===== src/rtl/xm_bus_arbiter_if.sv =====
// Shared Wishbone classic bundle between two requesters, the arbiter and one slave.
// Latency: none, signal bundle only.
// Backpressure: carried by the slave ack; the arbiter adds a one-cycle grant delay.
interface xm_bus_arbiter_if #(
  parameter int WORD = 16,
  parameter int ADDR = WORD - (WORD / 8) + 1
);
  // Master 0 (CPU memory controller port)
  logic              m0_cyc_i;
  logic              m0_stb_i;
  logic              m0_we_i;
  logic [WORD/8-1:0] m0_sel_i;
  logic [ADDR-1:0]   m0_adr_i;
  logic [WORD-1:0]   m0_dat_i;
  logic              m0_ack_o;
  logic              m0_err_o;
  logic [WORD-1:0]   m0_dat_o;
  // Master 1 (DMA / debug requester)
  logic              m1_cyc_i;
  logic              m1_stb_i;
  logic              m1_we_i;
  logic [WORD/8-1:0] m1_sel_i;
  logic [ADDR-1:0]   m1_adr_i;
  logic [WORD-1:0]   m1_dat_i;
  logic              m1_ack_o;
  logic              m1_err_o;
  logic [WORD-1:0]   m1_dat_o;
  // Shared slave side
  logic              s_cyc_o;
  logic              s_stb_o;
  logic              s_we_o;
  logic [WORD/8-1:0] s_sel_o;
  logic [ADDR-1:0]   s_adr_o;
  logic [WORD-1:0]   s_dat_o;
  logic              s_ack_i;
  logic [WORD-1:0]   s_dat_i;
  // One-hot current owner
  logic [1:0]        gnt_o;

  // Arbiter view: receives requests and slave responses, drives the shared bus.
  modport slave (
    input  m0_cyc_i, m0_stb_i, m0_we_i, m0_sel_i, m0_adr_i, m0_dat_i,
    output m0_ack_o, m0_err_o, m0_dat_o,
    input  m1_cyc_i, m1_stb_i, m1_we_i, m1_sel_i, m1_adr_i, m1_dat_i,
    output m1_ack_o, m1_err_o, m1_dat_o,
    output s_cyc_o, s_stb_o, s_we_o, s_sel_o, s_adr_o, s_dat_o,
    input  s_ack_i, s_dat_i,
    output gnt_o
  );

  // Requester/slave-device view: drives requests and slave responses.
  modport master (
    output m0_cyc_i, m0_stb_i, m0_we_i, m0_sel_i, m0_adr_i, m0_dat_i,
    input  m0_ack_o, m0_err_o, m0_dat_o,
    output m1_cyc_i, m1_stb_i, m1_we_i, m1_sel_i, m1_adr_i, m1_dat_i,
    input  m1_ack_o, m1_err_o, m1_dat_o,
    input  s_cyc_o, s_stb_o, s_we_o, s_sel_o, s_adr_o, s_dat_o,
    output s_ack_i, s_dat_i,
    input  gnt_o
  );
endinterface


===== src/rtl/xm_bus_arbiter.sv =====
// Two-master round-robin Wishbone classic arbiter with cycle lock and bus-timeout abort.
// Latency: 1 cycle from cyc to grant; data/ack paths are combinational through the owner mux.
// Backpressure: slave ack passes straight to the owner; a hung strobe is aborted with err after TIMEOUT cycles.
module xm_bus_arbiter #(
  parameter int WORD    = 16,
  parameter int ADDR    = WORD - (WORD / 8) + 1,
  parameter int TIMEOUT = 255,
  parameter int TW      = 8
) (
  input  logic               clk_i,
  input  logic               arst_i,
  xm_bus_arbiter_if.slave    bus
);
  localparam int            SEL     = WORD / 8;
  localparam logic [TW-1:0] TMO_CNT = TW'(TIMEOUT);
  localparam bit            WD_EN   = (TIMEOUT != 0);

  typedef enum logic [1:0] {IDLE = 2'd0, OWN0 = 2'd1, OWN1 = 2'd2, ABORT = 2'd3} state_t;

  state_t        state_q;
  // last_q doubles as the owner index: it is written on every grant and holds through ABORT.
  logic          last_q;
  logic [TW-1:0] cnt_q;

  logic            own_cyc, own_stb, own_we;
  logic [SEL-1:0]  own_sel;
  logic [ADDR-1:0] own_adr;
  logic [WORD-1:0] own_dat;
  logic            owning;
  logic            tmo;

  // Select the owning master's request lines.
  always_comb begin
    if (last_q) begin
      own_cyc = bus.m1_cyc_i;
      own_stb = bus.m1_stb_i;
      own_we  = bus.m1_we_i;
      own_sel = bus.m1_sel_i;
      own_adr = bus.m1_adr_i;
      own_dat = bus.m1_dat_i;
    end else begin
      own_cyc = bus.m0_cyc_i;
      own_stb = bus.m0_stb_i;
      own_we  = bus.m0_we_i;
      own_sel = bus.m0_sel_i;
      own_adr = bus.m0_adr_i;
      own_dat = bus.m0_dat_i;
    end
  end

  assign owning = (state_q == OWN0) || (state_q == OWN1);
  // Terminal count with no ack this cycle; a coincident ack wins and suppresses the error.
  assign tmo = WD_EN && owning && own_cyc && own_stb && !bus.s_ack_i && (cnt_q == TMO_CNT);

  // Bus mux: only an owning state connects a master to the slave; IDLE and ABORT park everything at 0.
  always_comb begin
    bus.s_cyc_o  = 1'b0;
    bus.s_stb_o  = 1'b0;
    bus.s_we_o   = 1'b0;
    bus.s_sel_o  = '0;
    bus.s_adr_o  = '0;
    bus.s_dat_o  = '0;
    bus.m0_ack_o = 1'b0;
    bus.m0_err_o = 1'b0;
    bus.m0_dat_o = '0;
    bus.m1_ack_o = 1'b0;
    bus.m1_err_o = 1'b0;
    bus.m1_dat_o = '0;
    if (owning) begin
      bus.s_cyc_o = own_cyc;
      bus.s_stb_o = own_stb;
      bus.s_we_o  = own_we;
      bus.s_sel_o = own_sel;
      bus.s_adr_o = own_adr;
      bus.s_dat_o = own_dat;
      if (last_q) begin
        bus.m1_ack_o = bus.s_ack_i;
        bus.m1_err_o = tmo;
        bus.m1_dat_o = bus.s_dat_i;
      end else begin
        bus.m0_ack_o = bus.s_ack_i;
        bus.m0_err_o = tmo;
        bus.m0_dat_o = bus.s_dat_i;
      end
    end
    bus.gnt_o = (state_q == IDLE) ? 2'b00 : (last_q ? 2'b10 : 2'b01);
  end

  // Ownership FSM with round-robin tie break and stalled-strobe watchdog.
  always_ff @(posedge clk_i or negedge arst_i) begin
    if (!arst_i) begin
      state_q <= IDLE;
      last_q  <= 1'b1;
      cnt_q   <= '0;
    end else begin
      case (state_q)
        IDLE: begin
          cnt_q <= '0;
          if (bus.m0_cyc_i && (!bus.m1_cyc_i || last_q)) begin
            state_q <= OWN0;
            last_q  <= 1'b0;
          end else if (bus.m1_cyc_i) begin
            state_q <= OWN1;
            last_q  <= 1'b1;
          end
        end
        OWN0, OWN1: begin
          if (!own_cyc) begin
            state_q <= IDLE;
            cnt_q   <= '0;
          end else if (tmo) begin
            state_q <= ABORT;
            cnt_q   <= '0;
          end else if (WD_EN && own_stb && !bus.s_ack_i) begin
            cnt_q <= cnt_q + TW'(1);
          end else begin
            cnt_q <= '0;
          end
        end
        ABORT: begin
          cnt_q <= '0;
          if (!own_cyc) state_q <= IDLE;
        end
      endcase
    end
  end
endmodule


===== src/flat_wrapper.sv =====
// flat-port wrapper written by rule: the top's interface ports become plain ports
module xm_bus_arbiter_flat 
#(
  parameter int WORD    = 16,
  parameter int ADDR    = WORD - (WORD / 8) + 1,
  parameter int TIMEOUT = 255,
  parameter int TW      = 8
)
  (clk_i, arst_i, bus_m0_cyc_i, bus_m0_stb_i, bus_m0_we_i, bus_m0_sel_i, bus_m0_adr_i, bus_m0_dat_i, bus_m0_ack_o, bus_m0_err_o, bus_m0_dat_o, bus_m1_cyc_i, bus_m1_stb_i, bus_m1_we_i, bus_m1_sel_i, bus_m1_adr_i, bus_m1_dat_i, bus_m1_ack_o, bus_m1_err_o, bus_m1_dat_o, bus_s_cyc_o, bus_s_stb_o, bus_s_we_o, bus_s_sel_o, bus_s_adr_o, bus_s_dat_o, bus_s_ack_i, bus_s_dat_i, bus_gnt_o);
  xm_bus_arbiter_if #(.WORD(WORD), .ADDR(ADDR)) bus_i ();
  input  logic clk_i;
  input  logic arst_i;
  input wire logic [$bits(bus_i.m0_cyc_i)-1:0] bus_m0_cyc_i;
  input wire logic [$bits(bus_i.m0_stb_i)-1:0] bus_m0_stb_i;
  input wire logic [$bits(bus_i.m0_we_i)-1:0] bus_m0_we_i;
  input wire logic [$bits(bus_i.m0_sel_i)-1:0] bus_m0_sel_i;
  input wire logic [$bits(bus_i.m0_adr_i)-1:0] bus_m0_adr_i;
  input wire logic [$bits(bus_i.m0_dat_i)-1:0] bus_m0_dat_i;
  output wire logic [$bits(bus_i.m0_ack_o)-1:0] bus_m0_ack_o;
  output wire logic [$bits(bus_i.m0_err_o)-1:0] bus_m0_err_o;
  output wire logic [$bits(bus_i.m0_dat_o)-1:0] bus_m0_dat_o;
  input wire logic [$bits(bus_i.m1_cyc_i)-1:0] bus_m1_cyc_i;
  input wire logic [$bits(bus_i.m1_stb_i)-1:0] bus_m1_stb_i;
  input wire logic [$bits(bus_i.m1_we_i)-1:0] bus_m1_we_i;
  input wire logic [$bits(bus_i.m1_sel_i)-1:0] bus_m1_sel_i;
  input wire logic [$bits(bus_i.m1_adr_i)-1:0] bus_m1_adr_i;
  input wire logic [$bits(bus_i.m1_dat_i)-1:0] bus_m1_dat_i;
  output wire logic [$bits(bus_i.m1_ack_o)-1:0] bus_m1_ack_o;
  output wire logic [$bits(bus_i.m1_err_o)-1:0] bus_m1_err_o;
  output wire logic [$bits(bus_i.m1_dat_o)-1:0] bus_m1_dat_o;
  output wire logic [$bits(bus_i.s_cyc_o)-1:0] bus_s_cyc_o;
  output wire logic [$bits(bus_i.s_stb_o)-1:0] bus_s_stb_o;
  output wire logic [$bits(bus_i.s_we_o)-1:0] bus_s_we_o;
  output wire logic [$bits(bus_i.s_sel_o)-1:0] bus_s_sel_o;
  output wire logic [$bits(bus_i.s_adr_o)-1:0] bus_s_adr_o;
  output wire logic [$bits(bus_i.s_dat_o)-1:0] bus_s_dat_o;
  input wire logic [$bits(bus_i.s_ack_i)-1:0] bus_s_ack_i;
  input wire logic [$bits(bus_i.s_dat_i)-1:0] bus_s_dat_i;
  output wire logic [$bits(bus_i.gnt_o)-1:0] bus_gnt_o;
  assign bus_i.m0_cyc_i = bus_m0_cyc_i;
  assign bus_i.m0_stb_i = bus_m0_stb_i;
  assign bus_i.m0_we_i = bus_m0_we_i;
  assign bus_i.m0_sel_i = bus_m0_sel_i;
  assign bus_i.m0_adr_i = bus_m0_adr_i;
  assign bus_i.m0_dat_i = bus_m0_dat_i;
  assign bus_m0_ack_o = bus_i.m0_ack_o;
  assign bus_m0_err_o = bus_i.m0_err_o;
  assign bus_m0_dat_o = bus_i.m0_dat_o;
  assign bus_i.m1_cyc_i = bus_m1_cyc_i;
  assign bus_i.m1_stb_i = bus_m1_stb_i;
  assign bus_i.m1_we_i = bus_m1_we_i;
  assign bus_i.m1_sel_i = bus_m1_sel_i;
  assign bus_i.m1_adr_i = bus_m1_adr_i;
  assign bus_i.m1_dat_i = bus_m1_dat_i;
  assign bus_m1_ack_o = bus_i.m1_ack_o;
  assign bus_m1_err_o = bus_i.m1_err_o;
  assign bus_m1_dat_o = bus_i.m1_dat_o;
  assign bus_s_cyc_o = bus_i.s_cyc_o;
  assign bus_s_stb_o = bus_i.s_stb_o;
  assign bus_s_we_o = bus_i.s_we_o;
  assign bus_s_sel_o = bus_i.s_sel_o;
  assign bus_s_adr_o = bus_i.s_adr_o;
  assign bus_s_dat_o = bus_i.s_dat_o;
  assign bus_i.s_ack_i = bus_s_ack_i;
  assign bus_i.s_dat_i = bus_s_dat_i;
  assign bus_gnt_o = bus_i.gnt_o;
  xm_bus_arbiter #(.WORD(WORD), .ADDR(ADDR), .TIMEOUT(TIMEOUT), .TW(TW)) u_core (.clk_i(clk_i), .arst_i(arst_i), .bus(bus_i));
endmodule

===== config.mk =====
export PLATFORM = sky130hd
export DESIGN_NAME = xm_bus_arbiter_flat
export DESIGN_NICKNAME = d
export VERILOG_FILES = /design/src/rtl/xm_bus_arbiter_if.sv /design/src/rtl/xm_bus_arbiter.sv /design/src/flat_wrapper.sv
export SDC_FILE = /design/constraint.sdc
export NUM_CORES = 1
export LEC_CHECK = 0
export BUFFER_PORTS_ARGS = -buffer_cell sky130_fd_sc_hd__buf_4
export CAP_MARGIN = 20
export CORE_MARGIN = 3
export CORE_UTILIZATION = 32
export CTS_CLUSTER_SIZE = 12
export DETAILED_ROUTE_END_ITERATION = 6
export PLACE_DENSITY_LB_ADDON = 0.2
export SYNTH_ARGS = -nofsm -noshare
export SYNTH_HDL_FRONTEND = slang
export SYNTH_SLANG_ARGS = --single-unit

===== constraint.sdc =====
create_clock -name clk_i -period 1.8 [get_ports clk_i]
set_clock_uncertainty 0.05 [all_clocks]
set_input_delay 0.27 -clock clk_i [delete_from_list [all_inputs] [get_ports clk_i]]
set_output_delay 0.27 -clock clk_i [all_outputs]
set_load 0.03 [all_outputs]

==> qor.txt, run 1 <==
Register area share after synthesis - 18.3%
Predominant post-synthesis flop cell - dfrtp_1
Most numerous cell in the Yosys netlist - nor2b_1
Maximum number of pins on one net before global-route repair - 27
Kind of the worst endpoint - top-level output
Global placement routability congestion - 0.863
Setup slack at placement - -0.196 ns
Count of pins on the block boundary - 165
Mean instance size in the synthesized netlist - 7.83 um2
Tool error - [ERROR DPL-0038] Utilization greater than 100%, impossible to legalize
Unique cell type count in the Yosys netlist - 29
Total half-perimeter wirelength after legalization and detailed placement - 5600 um
Last stage reached - global routing (5_1_grt)
Seq cells post-synth - 11
Cell count after synthesis - 193
Count of port buffers added during placement - 164
Synthesized netlist net count - 288
Commonest cells in the netlist - nor2b_1 (37), mux2i_1 (34), and2_1 (18), and3_1 (18), nor2_1 (12)
Crit. endpoint post-GRT repair - bus_m0_err_o
Die width - 74.7 um
Synth top area share - 22.5%
Cell types with the largest area share after synthesis - mux2i_1 (23%), dfrtp_1 (17%), nor2b_1 (15%)
Number of enable-type register cells in the synthesized netlist - 0
Total number of H-tree levels - 1
Die extent in y - 74.7 um
Status - did not finish
Fraction of registers with async set or reset after synthesis - 100%
Longest Clk Path Bufs - 2
Count of clock tree sinks - 11
Number of rows created at floorplan - 24
Yosys warnings - 0
Clock root buffer - clkbuf_8
Leading area contributor after synthesis - mux2i_1
Initial cell density of the core - 34.0%
Total clock buffers created by CTS - 3
Mapped cell area - 1510 um2
==> timing repair <==
| action | CTS |
|---|---|
| setup endpoints to repair | 74 |
| cloned | 8 |
| hold buffers | 1 |
| pin swaps | 2 |
| endpoints found under the hold margin | 10 |
| setup buffers | 21 |
| resized for setup | 134 |
==> kinds of logic after synthesis <==
family / Yosys count / synth area share (%)
AOI/OAI and AO/OA: 8 / 2.98
xor gates and xnor gates: 5 / 2.90
adders and majority gates: 4 / 3.31
buffers and inverters: 19 / 5.05
DFF: 11 / 18.3
muxes: 36 / 24.5
and+or+nand+nor: 110 / 43.0
==> through the flow <==
| step | cell area [um2] | instances | hold WS [ns] | util, % |
|---|---|---|---|---|
| 2_1_floorplan | 1710 | 193 | -0.0756 | - |
| 3_3_place_gp | 3130 | 418 | 0.0612 | 70.4 |
| 3_5_place_dp | 3130 | 418 | 0.0598 | 70.4 |
| 4_1_cts | 4170 | 451 | 0.274 | 93.8 |
==> inputs of run 2 (changes only) <==
--- a/config.mk
+++ b/config.mk
@@ -8,10 +8,9 @@
 export BUFFER_PORTS_ARGS = -buffer_cell sky130_fd_sc_hd__buf_4
 export CAP_MARGIN = 20
 export CORE_MARGIN = 3
-export CORE_UTILIZATION = 32
-export CTS_CLUSTER_SIZE = 12
+export CORE_UTILIZATION = 35
 export DETAILED_ROUTE_END_ITERATION = 6
-export PLACE_DENSITY_LB_ADDON = 0.2
+export PLACE_DENSITY_LB_ADDON = 0.15
 export SYNTH_ARGS = -nofsm -noshare
 export SYNTH_HDL_FRONTEND = slang
 export SYNTH_SLANG_ARGS = --single-unit
==> constraint.sdc (replaced) <==
create_clock -name clk_i -period 2.3 [get_ports clk_i]
set_clock_uncertainty 0.05 [all_clocks]
set_input_delay 0.345 -clock clk_i [delete_from_list [all_inputs] [get_ports clk_i]]
set_output_delay 0.345 -clock clk_i [all_outputs]
set_load 0.03 [all_outputs]
==> qor.txt, run 2 <==
Total clock buffers created by CTS - 3 (unchanged)
Diodes inserted - 0
Register with the most flip-flops - u_core.cnt_q
Static power due to leakage - 1.66 nW
Register area share after synthesis - 18.3% (unchanged)
Commonest cells in the netlist - nor2b_1 (37), mux2i_1 (34), and2_1 (18), and3_1 (18), nor2_1 (12) (unchanged)
Worst skew pair latency - 0.24 ns
Critical path capture point type - output port
Setup slack at placement - 0.0446 ns (was -0.196 ns)
Most common cell after layout, fill and taps aside - buf_4
Layout Area Growth over Synthesis - 94.0%
Max capacitance violation total - 0
Area of all sequential standard cells - 277 um2
Regs by FF count - u_core.cnt_q x8, u_core.state_q x2, u_core.last_q x1
Drt first-iter violations - 112
Violations in the final reports - setup timing
Fraction of layout instances using a drive strength above 1 - 52.1%
Cell types with the largest area share after synthesis - mux2i_1 (23%), dfrtp_1 (17%), nor2b_1 (15%) (unchanged)
Unique cell type count in the Yosys netlist - 29 (unchanged)
Number of hold violations in the final report - 0
Final worst-path cycle share - 101%
Number of global-route vias before repair - 1977
R2r setup slk - 0.36 ns
Hold Path Cell Cnt - 2
Longest Clk Path Bufs - 2 (unchanged)
Fraction of registers with async set or reset after synthesis - 100% (unchanged)
Master of the slowest instance on the critical path - dfstp_2
Highest clock frequency the design can meet - 429 MHz
First element of the critical path - u_core.last_q
Drt via density - 4.70
Layout filler cell count - 346
Area of the die - 5140 um2
Critical Setup Path Class - reg2out
Type of origin of the critical path - register
Wire length of the first global-routing pass - 9470 um
Final standard cell count with taps included and fillers excluded - 409
FF-to-FF Start - u_core.last_q
Area inside the core boundary - 4090 um2
Mean instance size in the synthesized netlist - 7.83 um2 (unchanged)
Total half-perimeter wirelength after legalization and detailed placement - 5030 um (was 5600 um)
Highest-count cells in the layout ignoring fill and taps - buf_4 (171), nor2b_1 (37), mux2i_1 (34)
Predominant post-synthesis flop cell - dfrtp_1 (unchanged)
Number of optimization iterations in the first detailed-route pass - 4
Max-slew headroom - 77.1%
Signal arrival time at the worst endpoint - 1.94 ns
Count of vias placed by the detailed router - 1924
Power per cell area - 1580 nW/um2
Overall Global Routing Usage - 22.8%
Final wirelength - 6220 um
Mapped cell area - 1510 um2 (unchanged)
Maximum number of pins on one net before global-route repair - 57
Period minus WS final - 2.33 ns
Final Max Slew Viols - 0
Count of pins on the block boundary - 165 (unchanged)
Finished layout cell area - 2930 um2
Clk slew on worst S/H paths - 0.05 ns
Status - complete, but fails checks (was did not finish)
Setup violators final - 1
Number of nets with antenna violations after routing - 0
CTS tree - done
Die extent in y - 71.7 um (was 74.7 um)
Count of port buffers added during placement - 164 (unchanged)
Ordered cell list for the critical path - mux2_4, nand4b_4, or4_4, nor3b_4, buf_6
Final layout net count - 455
Cell count after synthesis - 193 (unchanged)
End of the worst register-to-register path - u_core.state_q[1]
Most numerous cell in the Yosys netlist - nor2b_1 (unchanged)
Number of rows created at floorplan - 23 (was 24)
Area used by multi-input combinational logic - 1180 um2
Congestion Overflow GR - 0
Die width - 71.7 um (was 74.7 um)
Global placement routability congestion - 0.811 (was 0.863)
Synthesized netlist net count - 288 (unchanged)
Synth top area share - 22.5% (unchanged)
Count of clock tree sinks - 11 (unchanged)
Clock root buffer - clkbuf_8 (unchanged)
Min-Delay Path Class - in2reg
Setup WS post-layout - -0.0305 ns
Initial cell density of the core - 37.0% (was 34.0%)
Worst Path Max Fanout - 3
Required time of the critical path - 1.90 ns
Number of instances in the placed design - 398 (was 418)
Post-placement cell area - 2800 um2 (was 3130 um2)
DRC violations left - 0
Maximum vdd drop - 891 uV
Worst-Margin Slew - 0.344 ns
Yosys warnings - 0 (unchanged)
Total number of H-tree levels - 1 (unchanged)
Cell depth of the worst flop-to-flop path - 6
Max incr delay on CP - 0.58 ns
End of the critical path - bus_m0_err_o
Routed length per placed instance - 15.2 um
Post-route worst hold slack - 0.261 ns
Leading area contributor after synthesis - mux2i_1 (unchanged)
Final cell utilization of the core - 71.8%
Number of antenna violations at the first check in global routing - 0
RSZ-0062 raised after global routing - true
Seq cells post-synth - 11 (unchanged)
Number of enable-type register cells in the synthesized netlist - 0 (unchanged)
Flip-flop count of the largest register, all copies and words added - 8
## run 2: how the worst min path moves through the flow
stage,start,end
5_1_grt,bus_m0_cyc_i,u_core.last_q
3_3_place_gp,arst_i,u_core.cnt_q[1]
6_report,bus_m0_cyc_i,u_core.last_q
4_1_cts,bus_m0_cyc_i,u_core.last_q
3_5_place_dp,arst_i,u_core.cnt_q[0]
2_1_floorplan,arst_i,u_core.cnt_q[0]
## run 2: cell type report
| type | instances | area share (%) |
|---|---|---|
| repair buffers | 176 | 45.9 |
| multi-input cells | 163 | 40.3 |
| flip-flops and latches | 11 | 9.43 |
| well taps | 50 | 2.13 |
| clock buffers | 4 | 1.54 |
| inverters | 5 | 0.640 |
## run 2: power by group
part	internal [mW]	total, mW	switching (mW)
clock	0.122	0.199	0.0765
sequential	0.233	0.268	0.0349
combinational	1.70	4.18	2.48
## run 2: cell families after synthesis
logic type | synth area share (%)
AND/OR/NAND/NOR | 43.0
adder cells (fa/ha/maj) | 3.31
buffers and inverters | 5.05
AO/OA/AOI/OAI | 2.98
flip-flops | 18.3
multiplexers | 24.5
XOR/XNOR | 2.90
## run 2: timing repair
item / in CTS / in global routing
endpoints found under the setup margin: 20 / 19
hold buffers: 1 / 0
endpoints found under the hold margin: 10 / 0
pin swaps: 3 / 0
buffers inserted: 3 / 3
resized for setup: 6 / 3
## run 2: worst max-delay path, delay by kind of cell (launching register included)
kind          cells  cell delay (ns)
buf+inv           1             0.16
flops             1             0.58
mux               1             0.19
simple gates      3             0.77
## run 2: metal layers
| layer | global-route usage [%] | routed length, um |
|---|---|---|
| met5 | 0 | 0 |
| met1 | 24.0 | 2170 |
| met2 | 42.4 | 3350 |
| met4 | 9.39 | 232 |
| met3 | 6.03 | 464 |
## run 2: metrics by stage
stage,power (mW),setup TNS (ns)
floorplan,2.92,-0.0216
global placement,4.27,0
detailed placement,4.30,0
CTS,4.60,-0.251
global route,4.89,-0.990
finish,4.65,-0.0305
Power figures use the tool's default switching activity.
